<file path="src/rtl/mem_arbiter_if.sv">
// rtl/mem_arbiter_if.sv - fetch/data port and memory bus signals of mem_arbiter
// slave is the arbiter side; master is the cpu + memory environment side.
interface mem_arbiter_if;
  logic        if_re;
  logic [31:0] if_addr;
  logic [31:0] if_rdata;
  logic        if_stallreq;
  logic        mem_re;
  logic        mem_we;
  logic [31:0] mem_addr;
  logic [3:0]  mem_sel;
  logic [31:0] mem_wdata;
  logic [31:0] mem_rdata;
  logic        mem_stallreq;
  logic        bus_req;
  logic        bus_we;
  logic [31:0] bus_addr;
  logic [3:0]  bus_sel;
  logic [31:0] bus_wdata;
  logic [31:0] bus_rdata;
  logic        bus_ack;
  logic        bus_err;

  modport slave (
    input  if_re, if_addr, mem_re, mem_we, mem_addr, mem_sel, mem_wdata,
    input  bus_rdata, bus_ack,
    output if_rdata, if_stallreq, mem_rdata, mem_stallreq,
    output bus_req, bus_we, bus_addr, bus_sel, bus_wdata, bus_err
  );

  modport master (
    output if_re, if_addr, mem_re, mem_we, mem_addr, mem_sel, mem_wdata,
    output bus_rdata, bus_ack,
    input  if_rdata, if_stallreq, mem_rdata, mem_stallreq,
    input  bus_req, bus_we, bus_addr, bus_sel, bus_wdata, bus_err
  );
endinterface

</file>
<file path="src/rtl/mem_arbiter.sv">
// rtl/mem_arbiter.sv - shares one memory bus between fetch and data ports, data first
// Optional one-entry fetch buffer enabled by FETCH_BUF_EN.
module mem_arbiter #(
  parameter int unsigned TIMEOUT = 255
) (
  input logic          clk,
  input logic          rst,
  mem_arbiter_if.slave arb
);

  typedef enum logic [1:0] {IDLE, DATA_BUS, FETCH_BUS, RELEASE} state_t;

  localparam logic [7:0] TO_LAST = 8'(TIMEOUT - 1);

  state_t      state_q, state_d;
  logic        data_done_q, data_done_d;
  logic        fetch_done_q, fetch_done_d;
  logic [7:0]  cnt_q, cnt_d;
  logic        bus_req_q, bus_req_d;
  logic        bus_we_q, bus_we_d;
  logic [31:0] bus_addr_q, bus_addr_d;
  logic [3:0]  bus_sel_q, bus_sel_d;
  logic [31:0] bus_wdata_q, bus_wdata_d;
  logic [31:0] if_rdata_q, if_rdata_d;
  logic [31:0] mem_rdata_q, mem_rdata_d;
  logic        bus_err_q, bus_err_d;

  logic        data_req;
  logic        fetch_pend;
  logic        bus_done;
  logic        timed_out;
  logic [31:0] done_rdata;
  logic        buf_hit;
  logic [31:0] buf_rdata;

  assign data_req   = arb.mem_re | arb.mem_we;
  assign fetch_pend = arb.if_re & ~fetch_done_q;
  // Ack takes precedence over a timeout landing in the same cycle.
  assign bus_done   = bus_req_q & (arb.bus_ack | (cnt_q == TO_LAST));
  assign timed_out  = bus_req_q & ~arb.bus_ack & (cnt_q == TO_LAST);
  assign done_rdata = arb.bus_ack ? arb.bus_rdata : 32'h0;

`ifdef FETCH_BUF_EN
  logic        buf_valid_q;
  logic [29:0] buf_tag_q;
  logic [31:0] buf_data_q;

  assign buf_hit   = buf_valid_q & arb.if_re & (arb.if_addr[31:2] == buf_tag_q);
  assign buf_rdata = buf_data_q;

  always_ff @(posedge clk or posedge rst) begin
    if (rst) begin
      buf_valid_q <= 1'b0;
      buf_tag_q   <= '0;
      buf_data_q  <= '0;
    end else if (state_q == FETCH_BUS && bus_req_q && arb.bus_ack) begin
      buf_valid_q <= 1'b1;
      buf_tag_q   <= bus_addr_q[31:2];
      buf_data_q  <= arb.bus_rdata;
    end else if (state_q == IDLE && arb.mem_we && arb.mem_addr[31:2] == buf_tag_q) begin
      buf_valid_q <= 1'b0;
    end
  end
`else
  assign buf_hit   = 1'b0;
  assign buf_rdata = 32'h0;
`endif

  always_comb begin
    state_d      = state_q;
    data_done_d  = data_done_q;
    fetch_done_d = fetch_done_q;
    cnt_d        = cnt_q;
    bus_req_d    = bus_req_q;
    bus_we_d     = bus_we_q;
    bus_addr_d   = bus_addr_q;
    bus_sel_d    = bus_sel_q;
    bus_wdata_d  = bus_wdata_q;
    if_rdata_d   = if_rdata_q;
    mem_rdata_d  = mem_rdata_q;
    bus_err_d    = bus_err_q | timed_out;

    case (state_q)
      IDLE: begin
        if (data_req) begin
          state_d     = DATA_BUS;
          bus_req_d   = 1'b1;
          bus_we_d    = arb.mem_we;
          bus_addr_d  = arb.mem_addr;
          bus_sel_d   = arb.mem_we ? arb.mem_sel : 4'hF;
          bus_wdata_d = arb.mem_we ? arb.mem_wdata : 32'h0;
          cnt_d       = '0;
          if (buf_hit) begin
            fetch_done_d = 1'b1;
            if_rdata_d   = buf_rdata;
          end
        end else if (arb.if_re) begin
          if (buf_hit) begin
            fetch_done_d = 1'b1;
            if_rdata_d   = buf_rdata;
            state_d      = RELEASE;
          end else begin
            state_d     = FETCH_BUS;
            bus_req_d   = 1'b1;
            bus_we_d    = 1'b0;
            bus_addr_d  = arb.if_addr;
            bus_sel_d   = 4'hF;
            bus_wdata_d = 32'h0;
            cnt_d       = '0;
          end
        end
      end

      DATA_BUS: begin
        if (bus_done) begin
          bus_req_d   = 1'b0;
          data_done_d = 1'b1;
          if (!bus_we_q) mem_rdata_d = done_rdata;
          if (fetch_pend && buf_hit) begin
            fetch_done_d = 1'b1;
            if_rdata_d   = buf_rdata;
            state_d      = RELEASE;
          end else if (fetch_pend) begin
            state_d = FETCH_BUS;
          end else begin
            state_d = RELEASE;
          end
        end else if (bus_req_q) begin
          cnt_d = cnt_q + 8'd1;
        end
      end

      FETCH_BUS: begin
        // Entered from DATA_BUS with bus_req low: issue after one idle bus cycle.
        if (!bus_req_q) begin
          bus_req_d   = 1'b1;
          bus_we_d    = 1'b0;
          bus_addr_d  = arb.if_addr;
          bus_sel_d   = 4'hF;
          bus_wdata_d = 32'h0;
          cnt_d       = '0;
        end else if (bus_done) begin
          bus_req_d    = 1'b0;
          fetch_done_d = 1'b1;
          if_rdata_d   = done_rdata;
          state_d      = RELEASE;
        end else begin
          cnt_d = cnt_q + 8'd1;
        end
      end

      RELEASE: begin
        data_done_d  = 1'b0;
        fetch_done_d = 1'b0;
        state_d      = IDLE;
      end

      default: state_d = IDLE;
    endcase
  end

  always_ff @(posedge clk or posedge rst) begin
    if (rst) begin
      state_q      <= IDLE;
      data_done_q  <= 1'b0;
      fetch_done_q <= 1'b0;
      cnt_q        <= '0;
      bus_req_q    <= 1'b0;
      bus_we_q     <= 1'b0;
      bus_addr_q   <= '0;
      bus_sel_q    <= '0;
      bus_wdata_q  <= '0;
      if_rdata_q   <= '0;
      mem_rdata_q  <= '0;
      bus_err_q    <= 1'b0;
    end else begin
      state_q      <= state_d;
      data_done_q  <= data_done_d;
      fetch_done_q <= fetch_done_d;
      cnt_q        <= cnt_d;
      bus_req_q    <= bus_req_d;
      bus_we_q     <= bus_we_d;
      bus_addr_q   <= bus_addr_d;
      bus_sel_q    <= bus_sel_d;
      bus_wdata_q  <= bus_wdata_d;
      if_rdata_q   <= if_rdata_d;
      mem_rdata_q  <= mem_rdata_d;
      bus_err_q    <= bus_err_d;
    end
  end

  // Stalls are gated by rst so every output reads 0 while reset is held.
  assign arb.mem_stallreq = data_req & ~data_done_q & (state_q != RELEASE) & ~rst;
  assign arb.if_stallreq  = arb.if_re & ~fetch_done_q & (state_q != RELEASE) & ~rst;

  assign arb.if_rdata  = if_rdata_q;
  assign arb.mem_rdata = mem_rdata_q;
  assign arb.bus_req   = bus_req_q;
  assign arb.bus_we    = bus_we_q;
  assign arb.bus_addr  = bus_addr_q;
  assign arb.bus_sel   = bus_sel_q;
  assign arb.bus_wdata = bus_wdata_q;
  assign arb.bus_err   = bus_err_q;

endmodule

</file>
<file path="src/flat_wrapper.sv">
// flat-port wrapper written by rule: the top's interface ports become plain ports
module mem_arbiter_flat 
#(
  parameter int unsigned TIMEOUT = 255
)
  (clk, rst, arb_if_re, arb_if_addr, arb_mem_re, arb_mem_we, arb_mem_addr, arb_mem_sel, arb_mem_wdata, arb_bus_rdata, arb_bus_ack, arb_if_rdata, arb_if_stallreq, arb_mem_rdata, arb_mem_stallreq, arb_bus_req, arb_bus_we, arb_bus_addr, arb_bus_sel, arb_bus_wdata, arb_bus_err);
  mem_arbiter_if arb_i ();
  input logic clk;
  input logic rst;
  input wire logic [$bits(arb_i.if_re)-1:0] arb_if_re;
  input wire logic [$bits(arb_i.if_addr)-1:0] arb_if_addr;
  input wire logic [$bits(arb_i.mem_re)-1:0] arb_mem_re;
  input wire logic [$bits(arb_i.mem_we)-1:0] arb_mem_we;
  input wire logic [$bits(arb_i.mem_addr)-1:0] arb_mem_addr;
  input wire logic [$bits(arb_i.mem_sel)-1:0] arb_mem_sel;
  input wire logic [$bits(arb_i.mem_wdata)-1:0] arb_mem_wdata;
  input wire logic [$bits(arb_i.bus_rdata)-1:0] arb_bus_rdata;
  input wire logic [$bits(arb_i.bus_ack)-1:0] arb_bus_ack;
  output wire logic [$bits(arb_i.if_rdata)-1:0] arb_if_rdata;
  output wire logic [$bits(arb_i.if_stallreq)-1:0] arb_if_stallreq;
  output wire logic [$bits(arb_i.mem_rdata)-1:0] arb_mem_rdata;
  output wire logic [$bits(arb_i.mem_stallreq)-1:0] arb_mem_stallreq;
  output wire logic [$bits(arb_i.bus_req)-1:0] arb_bus_req;
  output wire logic [$bits(arb_i.bus_we)-1:0] arb_bus_we;
  output wire logic [$bits(arb_i.bus_addr)-1:0] arb_bus_addr;
  output wire logic [$bits(arb_i.bus_sel)-1:0] arb_bus_sel;
  output wire logic [$bits(arb_i.bus_wdata)-1:0] arb_bus_wdata;
  output wire logic [$bits(arb_i.bus_err)-1:0] arb_bus_err;
  assign arb_i.if_re = arb_if_re;
  assign arb_i.if_addr = arb_if_addr;
  assign arb_i.mem_re = arb_mem_re;
  assign arb_i.mem_we = arb_mem_we;
  assign arb_i.mem_addr = arb_mem_addr;
  assign arb_i.mem_sel = arb_mem_sel;
  assign arb_i.mem_wdata = arb_mem_wdata;
  assign arb_i.bus_rdata = arb_bus_rdata;
  assign arb_i.bus_ack = arb_bus_ack;
  assign arb_if_rdata = arb_i.if_rdata;
  assign arb_if_stallreq = arb_i.if_stallreq;
  assign arb_mem_rdata = arb_i.mem_rdata;
  assign arb_mem_stallreq = arb_i.mem_stallreq;
  assign arb_bus_req = arb_i.bus_req;
  assign arb_bus_we = arb_i.bus_we;
  assign arb_bus_addr = arb_i.bus_addr;
  assign arb_bus_sel = arb_i.bus_sel;
  assign arb_bus_wdata = arb_i.bus_wdata;
  assign arb_bus_err = arb_i.bus_err;
  mem_arbiter #(.TIMEOUT(TIMEOUT)) u_core (.clk(clk), .rst(rst), .arb(arb_i));
endmodule
</file>
<file path="config.mk">
export PLATFORM = sky130hd
export DESIGN_NAME = mem_arbiter_flat
export DESIGN_NICKNAME = d
export VERILOG_FILES = /design/src/rtl/mem_arbiter_if.sv /design/src/rtl/mem_arbiter.sv /design/src/flat_wrapper.sv
export SDC_FILE = /design/constraint.sdc
export NUM_CORES = 1
export LEC_CHECK = 0
export CAP_MARGIN = 20
export CORE_ASPECT_RATIO = 0.9
export CORE_MARGIN = 3
export CORE_UTILIZATION = 39
export DETAILED_ROUTE_END_ITERATION = 8
export GPL_ROUTABILITY_DRIVEN = 0
export GPL_TIMING_DRIVEN = 0
export PLACE_DENSITY_LB_ADDON = 0.15
export SLEW_MARGIN = 20
export SYNTH_ARGS = -nofsm -noshare
export SYNTH_HDL_FRONTEND = slang
export SYNTH_SLANG_ARGS = --single-unit
</file>
<file path="constraint.sdc">
create_clock -name clk -period 5.6 [get_ports clk]
set_input_delay 1.68 -clock clk [delete_from_list [all_inputs] [get_ports clk]]
set_output_delay 1.68 -clock clk [all_outputs]
set_load 0.01 [all_outputs]
</file>
==> results of run 1 <==
==> layer usage <==
metal,vias up,track usage [%],share of wire [%]
met1,2643,27.0,42
met2,229,35.0,49
li1,2529,-,-
met5,-,0,0
met4,0,5.81,1.5
met3,22,7.65,8.4
==> logic make-up (layout without fill, tap and decap cells) <==
logic type,Yosys count,after routing,synth area share [%]
flops,147,147,56.8
fa+ha+maj,7,7,1.35
buf+inv,59,369,4.33
compound gates,134,134,15.8
simple gates,128,128,10.2
mux,66,66,11.6
==> worst register-to-register path, stage by stage, from the launching register on <==
cell                       delay [ns]
sky130_fd_sc_hd__dfrtp_1         0.42
sky130_fd_sc_hd__inv_1           0.13
sky130_fd_sc_hd__ha_1            0.27
sky130_fd_sc_hd__nor4b_4         0.37
sky130_fd_sc_hd__or3_1           0.17
sky130_fd_sc_hd__buf_2           0.20
sky130_fd_sc_hd__clkbuf_1        0.38
sky130_fd_sc_hd__o21ai_1         0.16
==> per-stage QoR <==
step	utilization [%]	area, um^2
6_report	62.7	10200
2_1_floorplan	-	6480
3_3_place_gp	58.6	9480
5_1_grt	62.7	10200
4_1_cts	62.7	10200
3_5_place_dp	59.1	9560
==> layout by cell type, fill, tap and decap left out, drive strengths merged, types with 3 or more instances in the layout <==
master	instances
dfrtp	147
nand2	64
nor2	11
o211ai	6
inv	20
nand3	7
nor4b	3
o21ai	38
a21oi	5
mux2i	46
ha	7
a32o	13
o221ai	3
clkinv	6
o22a	4
clkdlybuf4s50	274
and2	24
or2	4
clkinvlp	3
a22o	51
clkbuf	43
buf	21
or3	3
mux2	20
==> layout make-up <==
class | count | area, um^2 | share of cell area (%)
Multi-Input combinational cell | 335 | 2520 | 24.8
Buffer | 39 | 205 | 2.02
Clock inverter | 11 | 129 | 1.27
Tap cell | 207 | 259 | 2.55
Sequential cell | 147 | 3680 | 36.2
Inverter | 20 | 78.8 | 0.777
Clock buffer | 21 | 460 | 4.54
Timing Repair Buffer | 278 | 2820 | 27.8
==> how the worst max path moves through the flow <==
stage	from	to	slack [ns]
final	arb_mem_we	arb_mem_stallreq	0.67
after global routing	arb_mem_we	arb_mem_stallreq	0.61
after CTS	arb_mem_we	arb_mem_stallreq	0.63
after detailed placement	arb_mem_we	arb_mem_stallreq	0.64
after global placement	arb_mem_we	arb_mem_stallreq	0.63
after floorplan	rst	arb_mem_stallreq	1.81
==> registers in the layout, indices dropped and copies added, names as in the netlist, 2 cells and up <==
name,flops
u_core.state_q,2
u_core.arb.mem_rdata,32
u_core.arb.bus_sel,4
u_core.arb.if_rdata,32
u_core.arb.bus_addr,32
u_core.arb.bus_wdata,32
u_core.cnt_q,8
==> where the power goes <==
part	internal, mW	switching (mW)
Combinational	1.49	1.31
Sequential	1.54	0.271
Clock	0.682	0.450
==> metrics.yaml, run 1 <==
worst_setup_path:
  critPathSlowestCell: "sky130_fd_sc_hd__clkdlybuf4s50_1"
  worst-r2r-setup-slack_ns: 3.38
  worst_ep_required_time_ns: 3.92
  max_incr_delay_on_cp_ns: 0.62
  cp-start-kind: "primary input"
  worstPathMaxFanout: 3
  timing.critical_path.max_delay_family: "buffers and inverters"
  cp_cell_sequence: "clkdlybuf4s50_1, nor2_1, nor4_1, clkdlybuf4s50_1"
  arrival_ns: 3.25
  critical_path.n_buffers_inverters: 2
  critPathMostFrequentCell: "sky130_fd_sc_hd__clkdlybuf4s50_1"
  timing.setup.critical_path_class: "primary input to output pin"
  cp_num_cells: 4
  reg2regPathDepth: 7
  crit-reg2reg-launch: "u_core.state_q[0]$_DFFE_PP0P_"
  timing.critical_path.to_type: "output pin"
  timing.rr.end: "u_core.arb.bus_addr[20]$_DFFE_PP0P_"
drt:
  detailedRoute.firstIterationViolations: 276
  wl_per_cell_um: 18.5
  detail_route.first_pass.iterations: 4
  drt_drc_violations_left: 0
  detailroute.via_count: 5423
  route.detailed.vias_per_inst: 5.13
  postRouteWirelength_um: 19500
  final_antenna_net_count: 0
timing:
  tns_ns: 0
  fin_ws_ns: 0.674
  rsz0062_at_grt: "false"
  timing.final.hold_violations: 0
  fin_crit_sh_pct: 88.0
  fin_hold_ws_ns: 0.483
  timing.final.setup_violations: 0
  clock_skew_ns: 0.0119
  fmaxAchievable_ghz: 0.203
  post-route-min-period_ns: 4.93
  maxSlewViolCount: 0
  tightestPinTransition_ns: 0.620
  timing.slew.headroom_pct: 58.6
clocking:
  cts_buffers: 17
  clock_tree.root_cell: "sky130_fd_sc_hd__clkbuf_16"
  ctsLongestPathBuffers: 2
  post_cts_buffers: 0
  clock_sinks: 147
  path_clk_slew_ns: 0.05
  cts_resized: 0
  cts.htree.levels: 4
  clock_tree_from_tritoncts: "done"
  post_cts_hold_fix_bufs: 0
  clock_insertion_delay_worst_skew_ns: 0.42
cells_and_area:
  antenna_cells: 0
  fin_cells: 1058
  fraction_of_final_layout_cells_with_drive_strength_greater_than_1_pct: 9.64
  area.growth.synth_to_final_pct: 56.7
  nets: 983
  n_fill_cell: 1237
status:
  status: "completed"
logic_synthesis:
  synthDominantCellAreaShare_pct: 56.8
  synth_area_leaders: "sky130_fd_sc_hd__dfrtp_1 57%, sky130_fd_sc_hd__mux2i_1 7.1%, sky130_fd_sc_hd__a22o_1 6.9%, sky130_fd_sc_hd__mux2_4 3.9%, sky130_fd_sc_hd__nand2_1 3.7%"
  synth.cells.most_frequent: "147 x sky130_fd_sc_hd__dfrtp_1, 64 x sky130_fd_sc_hd__nand2_1, 51 x sky130_fd_sc_hd__a22o_1"
  netlist_area_mm2: 0.00648
  synth-main-ff-cell: "sky130_fd_sc_hd__dfrtp_1"
  synth_nets: 686
  yosys.cell_count.top_type: "sky130_fd_sc_hd__dfrtp_1"
  synth_area_per_cell_um2: 12.0
  synthCells: 541
  synth_enable_flop_cells: 0
  share_of_synthesized_registers_carrying_an_async_set_or_reset_pct: 100
  ys_ff_latch: 147
  synthDominantAreaCellType: "sky130_fd_sc_hd__dfrtp_1"
  synth-seq-area-share_pct: 56.8
  synth-warning-count: 0
  ys_types: 47
power_and_ir_drop:
  power_density_mw_per_mm2: 566
  vdd_drop_max_v: 0.000352
  fin_total_pwr_mw: 5.75
  power.leakage_nw: 4.56
placement:
  place_inst: 1026
  dpl_worst_slack_ns: 0.636
  buffers_on_ports: 274
  dp.final_hpwl_um: 15100
run:
  cap_viol_max_count: 0
die:
  initial_core_util_pct: 40.0
  placeableCoreArea_mm2: 0.0162
  die_area_mm2: 0.0182
  design.portCount: 275
  die_height_um: 128
  die_width_um: 142
  row_count: 44
hold_path:
  timing.hold.worst.class: "flip-flop to flip-flop"
  whs_path_depth: 2
  hold_path_end: "u_core.arb.bus_addr[9]$_DFFE_PP0P_"
  hold_path_startpoint: "u_core.arb.bus_addr[9]$_DFFE_PP0P_"
global_route:
  grt_first_pass_wirelength_um: 30400
  grt_start_max_net_pins: 36
  initial_antenna_violation_count: 0
  grt_pass1_vias: 5596
  grt-ovfl-total: 0
  globalRouteTotalUtil_pct: 21.4
(Power assumes the default switching activity.)
==> run 2: changes to the inputs <==
Settings changed: CORE_ASPECT_RATIO 0.9 to 1.5.
==> run 2 against run 1 <==
Sequential cell count did not move. Worst setup slack improved by 0.12 ns. Sequential power barely moved. Cell count did not move. Non-clock buffer count did not move. Cell area barely moved. Die area rose by 0.16%. Clock power barely moved. Utilization fell by 0.23 points. Clock skew fell by 0.0033 ns. Highest routed layer unchanged.
==> metrics.yaml, run 2 (synthesis gave the netlist of run 1 again) <==
status:
  status: "completed"  # unchanged
cells_and_area:
  nets: 983  # unchanged
  area_of_combinational_cells_with_multiple_inputs_mm2: 0.00252  # unchanged
  sequential_cell_area_mm2: 0.00368  # unchanged
  most-common-layout-cells: "274 x sky130_fd_sc_hd__clkdlybuf4s50_1, 147 x sky130_fd_sc_hd__dfrtp_1, 64 x sky130_fd_sc_hd__nand2_1"  # unchanged
  n_fill_cell: 1349  # was 1237
  mostFrequentLayoutCell: "sky130_fd_sc_hd__clkdlybuf4s50_1"  # unchanged
  fin_cells: 1058  # unchanged
  fraction_of_final_layout_cells_with_drive_strength_greater_than_1_pct: 9.87  # was 9.64%
  area.growth.synth_to_final_pct: 56.9  # was 56.7%
worst_setup_path:
  critPathMostFrequentCell: "sky130_fd_sc_hd__clkdlybuf4s50_1"  # unchanged
  cp_num_cells: 4  # unchanged
  timing.critical_path.to_type: "output pin"  # unchanged
  max_incr_delay_on_cp_ns: 0.61  # was 0.62 ns
  capture_point_of_the_worst_path: "arb_mem_stallreq"  # unchanged
  critPathSlowestCell: "sky130_fd_sc_hd__clkdlybuf4s50_1"  # unchanged
  timing.critical_path.max_delay_family: "buffers and inverters"  # unchanged
  crit-reg2reg-launch: "u_core.state_q[0]$_DFFE_PP0P_"  # unchanged
  crit_start: "arb_mem_we"  # unchanged
  cp-start-kind: "primary input"  # unchanged
  worst_ep_required_time_ns: 3.92  # about the same
  worst-r2r-setup-slack_ns: 3.39  # was 3.38 ns
  timing.rr.end: "u_core.arb.bus_addr[12]$_DFFE_PP0P_"  # was u_core.arb.bus_addr[20]$_DFFE_PP0P_
  reg2regPathDepth: 10  # was 7
  timing.setup.critical_path_class: "primary input to output pin"  # unchanged
  arrival_ns: 3.13  # was 3.25 ns
  worstPathMaxFanout: 3  # unchanged
  critical_path.n_buffers_inverters: 2  # unchanged
  cp_cell_sequence: "clkdlybuf4s50_1, nor2_1, nor4_1, clkdlybuf4s50_1"  # unchanged
drt:
  met2_length_um: 9700  # was 9490 um
  postRouteWirelength_um: 19200  # was 19500 um
  met3_wirelength_um: 1800  # was 1640 um
  wl_per_cell_um: 18.2  # was 18.5 um
  drt_drc_violations_left: 0  # unchanged
  route.detailed.vias_per_inst: 5.19  # was 5.13
  detailedRoute.firstIterationViolations: 249  # was 276
  detail_route.wirelength.met1_um: 7320  # was 8110 um
  detailroute.via_count: 5492  # was 5423
  top_signal_layer_used: "met4"  # unchanged
  final_antenna_net_count: 0  # unchanged
  detail_route.first_pass.iterations: 4  # unchanged
die:
  die_area_mm2: 0.0182  # about the same
  design.portCount: 275  # unchanged
  placeableCoreArea_mm2: 0.0163  # was 0.0162 mm^2
  initial_core_util_pct: 39.8  # was 40.0%
  die_height_um: 164  # was 128 um
  row_count: 57  # was 44
  die_width_um: 111  # was 142 um
placement:
  dp.final_hpwl_um: 15100  # about the same
  buffers_on_ports: 274  # unchanged
  place_inst: 1025  # was 1026
global_route:
  grt-ovfl-total: 0  # unchanged
  grt_pass1_vias: 5964  # was 5596
  grt_start_max_net_pins: 35  # was 36
  initial_antenna_violation_count: 0  # unchanged
  grt_first_pass_wirelength_um: 30900  # was 30400 um
  globalRouteTotalUtil_pct: 21.3  # was 21.4%
hold_path:
  hold_path_startpoint: "u_core.arb.bus_err$_DFF_PP0_"  # was u_core.arb.bus_addr[9]$_DFFE_PP0P_
  timing.hold.worst.class: "flip-flop to flip-flop"  # unchanged
clocking:
  cts.htree.levels: 4  # unchanged
  post_cts_buffers: 0  # unchanged
  clock_insertion_delay_worst_skew_ns: 0.42  # about the same
  post_cts_hold_fix_bufs: 0  # unchanged
  path_clk_slew_ns: 0.06  # was 0.05 ns
  clock_tree_from_tritoncts: "done"  # unchanged
  clock_sinks: 147  # unchanged
  clock_tree.root_cell: "sky130_fd_sc_hd__clkbuf_16"  # unchanged
  cts_resized: 0  # unchanged
  ctsLongestPathBuffers: 2  # unchanged
  cts_buffers: 17  # unchanged
power_and_ir_drop:
  power_density_mw_per_mm2: 566  # about the same
  vdd_drop_max_v: 0.000310  # was 0.000352 V
  fin_total_pwr_mw: 5.75  # about the same
  power.leakage_nw: 4.57  # was 4.56 nW
timing:
  post-route-min-period_ns: 4.81  # was 4.93 ns
  timing.final.setup_violations: 0  # unchanged
  timing.slew.headroom_pct: 55.0  # was 58.6%
  fmaxAchievable_ghz: 0.208  # was 0.203 GHz
  tightestPinTransition_ns: 0.674  # was 0.620 ns
  rsz0062_at_grt: "false"  # unchanged
  maxSlewViolCount: 0  # unchanged
  tns_ns: 0  # unchanged
  fin_hold_ws_ns: 0.482  # was 0.483 ns
  fin_crit_sh_pct: 85.9  # was 88.0%
  timing.final.hold_violations: 0  # unchanged
  clock_skew_ns: 0.00862  # was 0.0119 ns
run:
  cap_viol_max_count: 0  # unchanged
==> run 2: power by group <==
part | switching, mW | internal, mW | leakage [nW]
Combinational | 1.29 | 1.49 | 2.41
Clock | 0.479 | 0.670 | 0.294
Sequential | 0.279 | 1.54 | 1.86
==> run 2: routing by layer <==
| layer | vias to the layer above | GRT usage [%] |
|---|---|---|
| met3 | 26 | 8.18 |
| met2 | 261 | 36.7 |
| li1 | 2536 | - |
| met1 | 2669 | 23.9 |
| met4 | 0 | 8.08 |
| met5 | - | 0 |
==> run 2: worst reg2reg max path, stage by stage, from the launching register on <==
cell	delay [ns]
sky130_fd_sc_hd__dfrtp_1	0.41
sky130_fd_sc_hd__inv_1	0.11
sky130_fd_sc_hd__ha_1	0.25
sky130_fd_sc_hd__and2_1	0.14
sky130_fd_sc_hd__buf_2	0.18
sky130_fd_sc_hd__or3_1	0.37
sky130_fd_sc_hd__buf_2	0.19
sky130_fd_sc_hd__buf_6	0.17
sky130_fd_sc_hd__buf_6	0.14
sky130_fd_sc_hd__nand2_1	0.07
sky130_fd_sc_hd__o21ai_1	0.07
==> run 2: how the worst min path moves through the flow <==
stage | end | cells after the start | slack [ns]
after floorplan | u_core.arb.bus_err$_DFF_PP0_ | 1 | 0.49
after global placement | u_core.arb.bus_err$_DFF_PP0_ | 1 | 0.45
after detailed placement | u_core.arb.bus_err$_DFF_PP0_ | 1 | 0.47
after CTS | u_core.arb.bus_err$_DFF_PP0_ | 1 | 0.49
after global routing | u_core.arb.bus_addr[6]$_DFFE_PP0P_ | 2 | 0.51
final | u_core.arb.bus_err$_DFF_PP0_ | 1 | 0.48
==> run 2: cell type report <==
type	instances	area share [%]
repair buffers	278	27.8
clock inverters	15	1.70
clock buffers	17	4.19
inverters	20	0.776
plain buffers	39	2.02
flip-flops and latches	147	36.2
well taps	206	2.54
diodes	1	0.0246
multi-input cells	335	24.8
==> run 2: per-stage QoR <==
stage / utilization (%) / setup WS, ns / area, um^2
3_3_place_gp: 58.3 / 0.780 / 9480
3_5_place_dp: 58.8 / 0.775 / 9560
2_1_floorplan: - / 1.81 / 6480
5_1_grt: 62.5 / 0.694 / 10200
4_1_cts: 62.5 / 0.779 / 10200
6_report: 62.5 / 0.790 / 10200
